--- src/rtl/fpmult_share_arbiter.sv ---
// fpmult_share_arbiter: round-robin sharing of one fixed-latency FP multiplier with tagged result return and flush.
// Optional perf counters (perf_issues, perf_conflicts) are built when FPMULT_ARB_PERF_EN is defined.
`ifndef DWIDTH
`define DWIDTH 16
`endif
module fpmult_share_arbiter #(
  parameter int NREQ = 4,
  parameter int LAT  = 4,
  parameter int TAGW = $clog2(NREQ)
) (
  input  logic                    clk,
  input  logic                    rst,
  input  logic [NREQ-1:0]         req_valid,
  input  logic [NREQ*`DWIDTH-1:0] req_a,
  input  logic [NREQ*`DWIDTH-1:0] req_b,
  output logic [NREQ-1:0]         req_ready,
  output logic                    mul_valid,
  output logic [`DWIDTH-1:0]      mul_a,
  output logic [`DWIDTH-1:0]      mul_b,
  input  logic [`DWIDTH-1:0]      mul_result,
  input  logic [4:0]              mul_exc,
  output logic [NREQ-1:0]         rsp_valid,
  output logic [`DWIDTH-1:0]      rsp_data,
  output logic [4:0]              rsp_exc,
  input  logic                    flush,
  output logic                    flush_done,
`ifdef FPMULT_ARB_PERF_EN
  output logic [15:0]             perf_issues,
  output logic [15:0]             perf_conflicts,
`endif
  output logic                    idle
);
  localparam logic [1:0] RUN   = 2'd0;
  localparam logic [1:0] DRAIN = 2'd1;
  localparam logic [1:0] DONE  = 2'd2;
  localparam int CW = $clog2(LAT + 1);
  logic [1:0]           state_q, state_d;
  logic [TAGW-1:0]      ptr_q, ptr_d, gidx, idx, last_tag;
  logic [LAT-1:0]       v_q;
  logic [LAT*TAGW-1:0]  tag_q;
  logic [CW-1:0]        inflight_q, inflight_d;
  logic [NREQ-1:0]      rsp_valid_q;
  logic [`DWIDTH-1:0]   rsp_data_q;
  logic [4:0]           rsp_exc_q;
  logic                 grant_en, found;
  // Rotating priority scan starting at ptr_q; the first valid requester wins.
  always_comb begin
    grant_en  = (state_q == RUN) && !flush && !rst;
    req_ready = '0;
    gidx      = ptr_q;
    idx       = '0;
    found     = 1'b0;
    for (int k = 0; k < NREQ; k++) begin
      idx = TAGW'((int'(ptr_q) + k) % NREQ);
      if (!found && grant_en && req_valid[idx]) begin
        found          = 1'b1;
        gidx           = idx;
        req_ready[idx] = 1'b1;
      end
    end
  end
  assign mul_valid  = found;
  assign mul_a      = found ? req_a[gidx*`DWIDTH +: `DWIDTH] : '0;
  assign mul_b      = found ? req_b[gidx*`DWIDTH +: `DWIDTH] : '0;
  assign ptr_d      = found ? ((gidx == TAGW'(NREQ - 1)) ? '0 : gidx + 1'b1) : ptr_q;
  assign last_tag   = tag_q[(LAT-1)*TAGW +: TAGW];
  assign inflight_d = inflight_q + CW'(mul_valid) - CW'(v_q[LAT-1]);
  assign state_d    = (state_q == RUN) ? (flush ? DRAIN : RUN) :
                      (state_q == DRAIN) ? ((inflight_q == '0) ? DONE : DRAIN) : RUN;
  always_ff @(posedge clk) begin
    if (rst) begin
      state_q     <= RUN;
      ptr_q       <= '0;
      v_q         <= '0;
      tag_q       <= '0;
      inflight_q  <= '0;
      rsp_valid_q <= '0;
      rsp_data_q  <= '0;
      rsp_exc_q   <= '0;
    end else begin
      state_q     <= state_d;
      ptr_q       <= ptr_d;
      v_q         <= (v_q << 1) | LAT'(mul_valid);
      tag_q       <= (tag_q << TAGW) | (LAT*TAGW)'(gidx);
      inflight_q  <= inflight_d;
      rsp_valid_q <= v_q[LAT-1] ? (NREQ'(1) << last_tag) : '0;
      if (v_q[LAT-1]) begin
        rsp_data_q <= mul_result;
        rsp_exc_q  <= mul_exc;
      end
    end
  end
  assign rsp_valid  = rsp_valid_q;
  assign rsp_data   = rsp_data_q;
  assign rsp_exc    = rsp_exc_q;
  assign flush_done = (state_q == DONE);
  assign idle       = (state_q == RUN) && (inflight_q == '0);
`ifdef FPMULT_ARB_PERF_EN
  logic [15:0] issues_q, conflicts_q;
  always_ff @(posedge clk) begin
    if (rst || flush_done) begin
      issues_q    <= '0;
      conflicts_q <= '0;
    end else begin
      if (mul_valid && issues_q != 16'hFFFF) issues_q <= issues_q + 16'd1;
      if ($countones(req_valid) > 1 && conflicts_q != 16'hFFFF) conflicts_q <= conflicts_q + 16'd1;
    end
  end
  assign perf_issues    = issues_q;
  assign perf_conflicts = conflicts_q;
`endif
endmodule

--- config.mk ---
export PLATFORM = sky130hd
export DESIGN_NAME = fpmult_share_arbiter
export DESIGN_NICKNAME = d
export VERILOG_FILES = /design/src/rtl/fpmult_share_arbiter.sv
export SDC_FILE = /design/constraint.sdc
export NUM_CORES = 1
export LEC_CHECK = 0
export BUFFER_PORTS_ARGS = -buffer_cell sky130_fd_sc_hd__buf_2
export CAP_MARGIN = 20
export CORE_MARGIN = 2
export CORE_UTILIZATION = 38
export CTS_BUF_LIST = sky130_fd_sc_hd__clkbuf_8
export CTS_CLUSTER_SIZE = 28
export DETAILED_ROUTE_END_ITERATION = 10
export GPL_TIMING_DRIVEN = 0
export PLACE_DENSITY_LB_ADDON = 0.08
export REMOVE_ABC_BUFFERS = 1
export SETUP_SLACK_MARGIN = 0.2
export SYNTH_ARGS = -nofsm -noshare
export SYNTH_HDL_FRONTEND = slang
export SYNTH_SLANG_ARGS = --single-unit
--- constraint.sdc ---
create_clock -name clk -period 14.75 [get_ports clk]
set_input_delay 4.425 -clock clk [delete_from_list [all_inputs] [get_ports clk]]
set_output_delay 4.425 -clock clk [all_outputs]
set_load 0.02 [all_outputs]
==> summary.txt <==
Timing
  – Clk_skew: 0.00935 ns
  – Max Fclk: 0.0805 GHz
  – Final min period: 12.42 ns
  – Slew Limit Headroom: 35.6%
  – Max-slew violations: 0
  – Worst slew pin tran: about 0.96 ns
  – WHS: 0.430 ns
  – Fin. Hold Viols: 0
  – Unrepaired setup endpoints after global routing: false
  – Setup Viol. Count Final: 0
  – Tcrit/Tclk final: 84.2%

Setup path
  – WP data arrival: 7.99 ns
  – Crit path depth: 9
  – CP Max Fanout: 47
  – Buf+Inv Stages, Crit Path: 3
  – CP startpoint kind: input pin
  – Worst r2r path cells: 9
  – CP required: 10.32 ns
  – Crit-path max cell delay: 0.88 ns
  – Slowest cell on the critical path: or4_2
  – Critical path type: in -> out
  – Delay-heaviest family, CP: simple AND/OR/NAND/NOR gates
  – Cells along the critical path: buf_2, or4_2, a21oi_1, o31a_1, o31ai_1, nand2_1, buf_16, o2bb2ai_1, buf_2
  – Crit. End Element: primary output
  – Most used cell, CP: buf_2

Layout
  – Final nets: 783
  – Antenna diodes: 0
  – Fillers: 881
  – Final core utilization: 53.9%
  – Commonest cells after routing, fill and taps aside: buf_2 (220), nor2_1 (64), mux2i_1 (55), dfxtp_1 (43), a22oi_1 (39)
  – Share of layout cells above drive strength 1: 40.2%
  – P&R area growth vs syn: 38.1%
  – Most common cell after layout, fill and taps aside: buf_2

Global routing
  – Largest net degree at the start of global routing: 48
  – Grt met1 use: 26.5%
  – Met2 usage: 39.5%
  – Gr ovfl total: 0
  – First-pass GRT wire length: around 18000 um
  – Vias in the first global route: 3874
  – GRT Resource Usage Total: 21.9%
  – Busiest layer in global routing: met2
  – Routing usage on met3: 4.14%
  – Antenna violations before repair: 0

Pwr
  – LEAKAGE: 2.47 nW
  – Peak VDD IR: 43.1 uV
  – PwrDens: 83.0 mW/mm^2

Detailed routing
  – WL per Instance: roughly 17 um
  – Vias: 4192
  – Vias per cell: 5.73
  – Initial DRC Count: 189
  – DRC errors left: 0
  – WL final: about 12000 um
  – TritonRoute pass-1 iters: 5
  – Post-route ant nets: 0

Synth
  – Post-synth EDFFs: 0
  – Synth top area share: 24.6%
  – Post-synthesis cell count: 425
  – Synth top area cells: dfxtp_1 (25%), mux2i_1 (15%), a221o_1 (8.7%)
  – Seq/Total Area, Yosys: 24.6%
  – Primary FF master, synth: dfxtp_1
  – Ys Warns: 0
  – Async S/R FF share, synth: 0%
  – Yosys top cell by area: dfxtp_1
  – Yosys reg bits: 44
  – Mapped Avg Cell Area: approximately 8.4 sq um
  – Post-synth cell types: between 40 and 50
  – Synthesized cell area: 0.00359 sq mm

CTS
  – Postcts setup bufs: 0
  – CTS buffer count: 5
  – Hold Buf Count CTS: 0
  – Worst-case clock buffer depth: 2
  – Post_cts resized: 0
  – Sink Count: 44
  – CTS root buf: clkbuf_8
  – Clk Latency, worst-skew pair: 0.29 ns
  – CTS tree: yes
  – Clock-pin slew on the worst setup and hold paths: 0.08 ns
  – H-tree depth: 2

Die
  – Cell row count: 35
  – Area of the core: just over 0.009 sq mm
  – Die Span Y: 101 um
  – Die width: 101 um
  – Ports: 220
  – Initial Utilization: 39.0%
  – Die Area: 0.0102 sq mm

Hold path
  – Worst hold-check path type: reg -> reg
  – Hold path cells: 1

Flow run
  – Max Cap Viol: 0

Placement
  – Port bufs: 219
  – Routability cong.: 0.839
  – Hpwl dp: roughly 9000 um

Status
  – Status: finished clean
==> where the power goes <==
group | internal (mW) | switching [mW] | total (mW) | leakage [nW]
Combinational | 0.0801 | 0.100 | 0.180 | 2.05
Sequential | 0.123 | 0.00354 | 0.127 | 0.357
Clock | 0.0666 | 0.0375 | 0.104 | 0.0642
==> Yosys cell counts (2+ instances only) <==
cell / count
nor2_1: 65
mux2i_1: 55
dfxtp_1: 44
a22oi_1: 39
a221o_1: 31
o2bb2ai_1: 31
clkbuf_1: 30
nor2b_1: 14
inv_1: 9
o21ai_0: 8
a21oi_1: 7
nor3_1: 7
ha_1: 6
nand2_1: 6
buf_2: 5
buf_6: 5
nor4_1: 5
or3_1: 5
or4_1: 5
a211oi_1: 4
nand2b_1: 3
nand3_1: 3
o31a_1: 3
xnor2_1: 3
a2111oi_0: 2
a21boi_0: 2
and3_1: 2
buf_1: 2
nor3b_1: 2
o211ai_1: 2
or3b_2: 2
==> per-layer routing <==
layer | wire [um] | share of wire (%)
met5 | 0 | 0
met4 | 231 | 1.9
met3 | 862 | 7.1
met2 | 6060 | 50
met1 | 4970 | 41
==> final cells by class <==
type	count	area, sq um	share of cell area, %
flip-flops and latches	44	882	17.8
repair buffers	230	1280	25.9
well taps	111	139	2.80
clock inverters	2	60.1	1.21
multi-input cells	329	2480	50.1
clock buffers	5	68.8	1.39
inverters	10	37.5	0.758
==> sequential cells by signal (all words and copies together) (netlist names) <==
signal,cells
rsp_data,16
inflight_q,3
v_q,4
tag_q,8
rsp_valid,4
ptr_q,2
state_q,2
rsp_exc,5
==> final timing paths <==
check / to / slack [ns] / from
min reg2reg: tag_q[7]$_SDFF_PP0_ / 0.43 / tag_q[5]$_SDFF_PP0_
min: tag_q[7]$_SDFF_PP0_ / 0.43 / tag_q[5]$_SDFF_PP0_
max: mul_a[14] / 2.33 / rst
max reg2reg: ptr_q[1]$_SDFFE_PP0P_ / 11.44 / ptr_q[0]$_SDFFE_PP0P_
==> cell families after synthesis <==
group,count (synthesis),share of synthesized area [%]
adders and majority gates,7,2.65
muxes,58,17.0
AOI/OAI and AO/OA,135,30.8
buffers and inverters,52,6.66
xor gates and xnor gates,4,0.977
and+or+nand+nor,125,17.3
DFF,44,24.6
==> through the flow <==
stage	setup slack (ns)	area (sq um)	total power [mW]	setup TNS [ns]	std cells
after CTS	2.32	4950	0.415	0	730
final	2.33	4950	0.411	0	731
after floorplan	1.57	3380	0.237	0	383
after global routing	2.00	4950	0.436	0	731
after global placement	-1.16	4620	0.296	-26.86	713
after detailed placement	2.30	4820	0.309	0	723
(Power assumes the default switching activity.)
